**src/rtl/pdm_decoder.sv**
```systemverilog
// pdm_decoder
//   Converts a 1-bit PDM / delta-sigma stream back to signed PCM with a
//   3rd-order CIC decimator: 3 integrators, decimate by DECIM, 3 combs,
//   then arithmetic scaling with saturation to OUT_W bits.
//
// Parameters
//   DECIM  decimation ratio, power of two in 32..256
//   OUT_W  signed PCM output width
//   CIC_W  internal accumulator width, derived as 3*log2(DECIM)+2 (localparam)
//
// Ports
//   clk        system clock
//   rst        asynchronous active-low reset
//   data_in    PDM bit, 1 = +1, 0 = -1
//   in_valid   data_in is consumed on each clk edge where this is high
//   pcm        decimated signed sample, held between strobes
//   pcm_valid  one-cycle strobe marking a new pcm value
//
// Build option
//   PDM_DEC_SYNC_EN  when defined, data_in and in_valid each pass through a
//                    2-flop synchronizer (all latencies grow by 2 cycles).

module pdm_decoder #(
  parameter int DECIM = 64,
  parameter int OUT_W = 16
) (
  input  logic                    clk,
  input  logic                    rst,
  input  logic                    data_in,
  input  logic                    in_valid,
  output logic signed [OUT_W-1:0] pcm,
  output logic                    pcm_valid
);

  localparam int LOG2D = $clog2(DECIM);
  localparam int CIC_W = 3 * LOG2D + 2;
  localparam int SHIFT = 3 * LOG2D + 1 - OUT_W;

  localparam logic [LOG2D-1:0]        DC_LAST = LOG2D'(DECIM - 1);
  localparam logic signed [CIC_W-1:0] PCM_MAX = CIC_W'((1 << (OUT_W - 1)) - 1);
  localparam logic signed [CIC_W-1:0] PCM_MIN = -PCM_MAX - CIC_W'(1);

  if (SHIFT < 0) begin : g_chk_shift
    $error("pdm_decoder: 3*log2(DECIM)+1 must be >= OUT_W");
  end
  if (DECIM < 32 || DECIM > 256 || (DECIM & (DECIM - 1)) != 0) begin : g_chk_decim
    $error("pdm_decoder: DECIM must be a power of two in 32..256");
  end

  // Input path (optionally synchronized)
  logic bit_in;
  logic bit_vld;

`ifdef PDM_DEC_SYNC_EN
  logic [1:0] data_sync;
  logic [1:0] valid_sync;

  always_ff @(posedge clk or negedge rst) begin
    if (!rst) begin
      data_sync  <= '0;
      valid_sync <= '0;
    end else begin
      data_sync  <= {data_sync[0], data_in};
      valid_sync <= {valid_sync[0], in_valid};
    end
  end

  assign bit_in  = data_sync[1];
  assign bit_vld = valid_sync[1];
`else
  assign bit_in  = data_in;
  assign bit_vld = in_valid;
`endif

  // CIC state
  logic signed [CIC_W-1:0] x;
  logic signed [CIC_W-1:0] i1, i2, i3;
  logic signed [CIC_W-1:0] d1, d2, d3;
  logic signed [CIC_W-1:0] c1, c2, c3;
  logic signed [CIC_W-1:0] c3_q;
  logic signed [CIC_W-1:0] scaled;
  logic signed [OUT_W-1:0] pcm_next;
  logic [LOG2D-1:0]        dc;
  logic                    dec_stb;
  logic                    c_vld;
  logic [1:0]              warm;

  always_comb begin
    x  = bit_in ? CIC_W'(1) : '1;
    c1 = i3 - d1;
    c2 = c1 - d2;
    c3 = c2 - d3;
    scaled = c3_q >>> SHIFT;
    if (scaled > PCM_MAX) begin
      pcm_next = PCM_MAX[OUT_W-1:0];
    end else if (scaled < PCM_MIN) begin
      pcm_next = PCM_MIN[OUT_W-1:0];
    end else begin
      pcm_next = scaled[OUT_W-1:0];
    end
  end

  // Pipeline: edge k integrates the last bit of a frame and raises dec_stb,
  // edge k+1 runs the combs, edge k+2 publishes pcm / pcm_valid. The later
  // stages advance regardless of in_valid so a pending output always lands.
  always_ff @(posedge clk or negedge rst) begin
    if (!rst) begin
      i1        <= '0;
      i2        <= '0;
      i3        <= '0;
      d1        <= '0;
      d2        <= '0;
      d3        <= '0;
      c3_q      <= '0;
      dc        <= '0;
      dec_stb   <= 1'b0;
      c_vld     <= 1'b0;
      warm      <= '0;
      pcm       <= '0;
      pcm_valid <= 1'b0;
    end else begin
      dec_stb <= 1'b0;
      if (bit_vld) begin
        // Each integrator accumulates the previous value of the one before it.
        i1      <= i1 + x;
        i2      <= i2 + i1;
        i3      <= i3 + i2;
        dc      <= dc + 1'b1;
        dec_stb <= (dc == DC_LAST);
      end

      c_vld <= 1'b0;
      if (dec_stb) begin
        d1   <= i3;
        d2   <= c1;
        d3   <= c2;
        c3_q <= c3;
        // First three decimated samples only prime the comb delays.
        if (warm == 2'd3) begin
          c_vld <= 1'b1;
        end else begin
          warm <= warm + 2'd1;
        end
      end

      pcm_valid <= c_vld;
      if (c_vld) begin
        pcm <= pcm_next;
      end
    end
  end

endmodule
```
**config.mk**
```make
export PLATFORM = sky130hd
export DESIGN_NAME = pdm_decoder
export DESIGN_NICKNAME = d
export VERILOG_FILES = /design/src/rtl/pdm_decoder.sv
export SDC_FILE = /design/constraint.sdc
export NUM_CORES = 1
export LEC_CHECK = 0
export CAP_MARGIN = 20
export CORE_MARGIN = 1
export CORE_UTILIZATION = 42
export DETAILED_ROUTE_END_ITERATION = 12
export PLACE_DENSITY_LB_ADDON = 0.2
export RECOVER_POWER = 25
export SLEW_MARGIN = 0
export SYNTH_ARGS = -nofsm -noshare
export SYNTH_HDL_FRONTEND = slang
export SYNTH_SLANG_ARGS = --single-unit
```
**constraint.sdc**
```tcl
create_clock -name clk -period 5.51 [get_ports clk]
set_input_delay 0.8265 -clock clk [delete_from_list [all_inputs] [get_ports clk]]
set_output_delay 0.8265 -clock clk [all_outputs]
set_load 0.01 [all_outputs]
```
==> results.cfg <==
[setup_path]
crit_fanout = 3
r2r-start = i3[0]
worst_path_largest_cell_delay_ps = 460
worst_r2r_path_depth = 26
worst_ep_arrival_time_ps = 5580
crit_top_cell = o21ai_2
cp-start-kind = flop
crit_slowest_cell = xor3_1
r2r_end = c3_q[19]
cp-end-kind = flop
cp.required_ps = 5870
crit_type = reg2reg
ff2ff_setup_slack_ps = 290

[floorplanning]
rows = 60
ioPinCount = 21
die_y_um = 167
fp.coreArea_sq_mm = 0.0269
die_area_sq_mm = 0.0280
start_util_pct = 42.7
die_width_um = 167

[clocking]
clk_pin_slew_worst_paths_ps = 70
cts_hold_buf = 0
htree_levels = 4
clock_latency_ps = 430
cts_buffers = 17
clock_sinks = 164
clock_path_buffers = 2
cts_tree = done
cts-root-buf = clkbuf_16

[synth]
synth_seq_cells = 164
yosysWarnings = 0
synth_edf_count = 0
synth-main-ff-cell = dfrtp_1
syn_nets = 1345
avgSynthCellArea_sq_um = 9.40
synthMostInstantiatedCell = dfrtp_1
synth_area_sq_mm = 0.0115
ys_async_sr_fraction_pct = 100
synthCells = 1222
netlist_top_cells_count = dfrtp_1, ha_1, o21ai_0
synth_top_area_cell = dfrtp_1
synth_top_area_share_pct = 35.7
synth_cell_types = 66
synth_area_leaders = dfrtp_1, ha_1, mux2_2
seq_area_frac_synth_pct = 35.7

[global_routing]
overflow = 0
grt_max_degree = 124
grt_use_total_pct = 16.2
grt_pass1_wl_um = 38300
grt_pass1_vias = 8333
antenna_found_initial = 0

[detailed_routing]
drc = 0
vias = 8575
drtAntennaViolNets = 0
drtPass1Iterations = 6
drt-initial-drc-count = 259
viasPerCell = 5.33
wirelength_um = 21600
wl_per_cell_um = 13.4

[run]
max_cap_viol_count = 2

[sta]
fmax_ghz = 0.192
fin_ws_ps = 288
finalSetupViolCount = 0
relSlewSlack_pct = -48.2
drv_slew = 167
tns_ps = 0
fin_crit_sh_pct = 94.8
hold_violations = 0
period_needed_ps = 5220
whs_ps = 467
skew_ps = 11.0
worst_pin_slew_ps = 2220

[run_status]
violations = capacitance limit, slew limit
status = finished with violations

[min_path]
whs_endpoint = dc[5]
hp-start = dc[5]
hold_class = reg2reg
whs_path_depth = 1

[finish]
drive_above_1_share_pct = 14.2
insertedDiodeCount = 0
fin_nets = 1379
fin_cells = 1610
syn_to_final_growth_pct = 13.1

[placed_design]
gp_congestion = 0.828
hpwl_um = 15200
io_buffers = 20
placedCellCount = 1567
dp_slack_ps = -57.9
[routing by layer]
metal	vias to the layer above	routed length (um)	GRT usage (%)
met5	-	0	0
met4	0	278	4.51
met3	21	347	2.65
met2	63	10700	28.9
met1	4036	10400	20.2
li1	4455	-	-
[how the worst max path moves through the flow]
stage / startpoint / endpoint / cells after the start
after global routing: i3[0] / c3_q[19] / 27
after global placement: i3[0] / c3_q[19] / 26
after detailed placement: i3[0] / c3_q[19] / 27
after CTS: i3[0] / c3_q[19] / 26
final: i3[0] / c3_q[19] / 26
after floorplan: i3[0] / c3_q[19] / 27
[logic make-up (layout without fill, tap and decap cells)]
kind of cell / count (synthesis) / count (layout) / synth area share (%)
AND/OR/NAND/NOR: 285 / 285 / 12.3
multiplexers: 78 / 78 / 7.63
adder cells (fa/ha/maj): 132 / 132 / 14.4
flip-flops: 164 / 164 / 35.7
XOR/XNOR: 91 / 91 / 7.19
buffers and inverters: 132 / 179 / 4.31
AO/OA/AOI/OAI: 340 / 340 / 18.4
[worst max-delay path, delay by kind of cell, from the launching register on]
family          cells  cell delay, ps
compound gates     11            1950
xor+xnor            3             890
fa+ha+maj           4            1040
buf+inv             3             290
flops               1             370
simple gates        5             570
[state kept, by name, indices dropped and copies added (netlist names)]
signal / flops
dec_stb: 1
d1: 20
i2: 20
warm: 2
i1: 20
d3: 20
i3: 20
pcm_valid: 1
d2: 20
c3_q: 17
dc: 6
pcm: 16
c_vld: 1
[layout make-up]
cell class | instances | area, sq um
Fill cell | 2516 | 13900
Multi-Input combinational cell | 926 | 7050
Sequential cell | 164 | 4110
Tap cell | 341 | 427
Clock buffer | 17 | 425
Timing Repair Buffer | 48 | 419
Inverter | 99 | 372
Clock inverter | 15 | 185
[cells in the final DEF, fill, tap and decap left out, drive strengths merged, types with 7 or more instances in the layout]
| cell | count |
|---|---|
| nand4 | 8 |
| clkdlybuf4s50 | 18 |
| nand2b | 10 |
| a211o | 11 |
| nor2 | 51 |
| inv | 110 |
| nor4 | 8 |
| nand3 | 11 |
| a21boi | 12 |
| ha | 114 |
| nor4b | 7 |
| xnor2 | 60 |
| buf | 28 |
| dfrtp | 164 |
| clkbuf | 19 |
| or3 | 12 |
| nor3 | 22 |
| maj3 | 13 |
| o21a | 17 |
| o21bai | 10 |
| mux2 | 76 |
| a21o | 33 |
| a31oi | 10 |
| a21oi | 93 |
| and2 | 7 |
| nand2 | 102 |
| and3 | 16 |
| nor2b | 12 |
| o21ai | 109 |
| xor2 | 29 |
[through the flow]
step	cell area (sq um)	utilization (%)
after floorplan	11500	-
after global placement	12100	45.1
after detailed placement	12100	45.1
after CTS	12800	47.5
after global routing	13000	48.3
final	13000	48.3
[repair_timing]
action / CTS / global route
setup buffers: 0 / 10
resized for setup: 6 / 40
endpoints found under the setup margin: 2 / 3
pin swaps: 0 / 28
Power is left out: the tool's default activity adds up to more than one toggle a clock period on the data nets, which glitch-free logic cannot reach.
==> edit, RTL diff (config.mk and constraints unchanged) <==
Change the parameter `OUT_W` from 16 to 15.
--- a/src/rtl/pdm_decoder.sv
+++ b/src/rtl/pdm_decoder.sv
@@ -22,7 +22,7 @@
 
 module pdm_decoder #(
   parameter int DECIM = 64,
-  parameter int OUT_W = 16
+  parameter int OUT_W = 15
 ) (
   input  logic                    clk,
   input  logic                    rst,
Interface: changed (resized pcm); port bits go from 21 to 20. No check against the original RTL was run, so the function may have changed too.
==> edit against the original RTL <==
First-iteration DRC count increased by 23%; sequential cell count decreased by 2; worst hold slack got worse by 0.061 ns; synthesized area decreased by 2.8%; routed wire length decreased by 5.6%; maximum frequency decreased by 1.5%; design area decreased by 3.0%; worst setup slack got worse by 0.082 ns; critical endpoint is now c3_q[18]; largest cell class unchanged.
Power is not shown: default switching activity piles up to over one toggle a cycle in this logic, so the estimate is an artifact.
==> edit: results <==
{
  "syn_nets": 1313,
  "worstMarginPinSlew_ns": 0.7111,
  "timing.hold.ws_ns": 0.4064,
  "drtIter0Drc": 319,
  "rrSetupSlack_ns": 0.21,
  "met2_usage_pct": 28.87,
  "syn_area_per_cell_um2": 9.384,
  "drive_gt1_share_pct": 15.10,
  "cp_max_fo": 5,
  "wl_met3_um": 355,
  "slowest_stage": "a221o_2",
  "skew_ns": 0.008394,
  "track_usage_pct": 16.14,
  "grt_max_degree": 77,
  "status": "completed",
  "wl_met2_um": 9992,
  "grt_pass1_vias": 7903,
  "viasPerCell": 5.188,
  "place_hpwl_um": 15100,
  "cp.arrival_ns": 5.62,
  "place_area_um2": 11770,
  "yosys-top-cells-count": "162 x dfrtp_1, 114 x ha_1, 102 x nand2_1",
  "cp-endpoint": "c3_q[18]",
  "place.gp.congestion": 0.8109,
  "first_pass_iters": 4,
  "port_buffers": 19,
  "ys_types": 64,
  "finalCritPeriodShare_pct": 96.26,
  "critPathMaxStageDelay_ns": 0.43,
  "synth-seq-area-share_pct": 36.30,
  "final_cells": 1567
}
## edit: area by class of cell
type / instances / area (um^2)
clock buffers: 18 / 429.2
clock inverters: 14 / 153.9
fillers: 2411 / 13470
inverters: 94 / 352.8
multi-input cells: 904 / 6829
flip-flops and latches: 162 / 4058
well taps: 335 / 419.2
repair buffers: 40 / 350.3
## edit: repair_timing
item | 4_1_cts | 5_1_grt
endpoints found under the setup margin | 2 | 5
gates resized for setup | 9 | 37
pin swaps | 8 | 20
buffers inserted | 0 | 7
## edit: cells by family after synthesis
kind of cell,Yosys count,share of synthesized area (%)
AOI/OAI and AO/OA,317,18.16
and+or+nand+nor,296,12.31
DFF,162,36.30
buffers and inverters,124,4.168
adders and majority gates,119,13.67
xor gates and xnor gates,95,7.641
muxes,77,7.742
## edit: worst min path at each step
stage	endpoint	depth (start not counted)	from
floorplan	pcm_valid	0	c_vld
global placement	dc[5]	1	dc[5]
detailed placement	dc[5]	1	dc[5]
CTS	warm[0]	1	rst
global route	warm[0]	1	rst
finish	warm[1]	1	rst
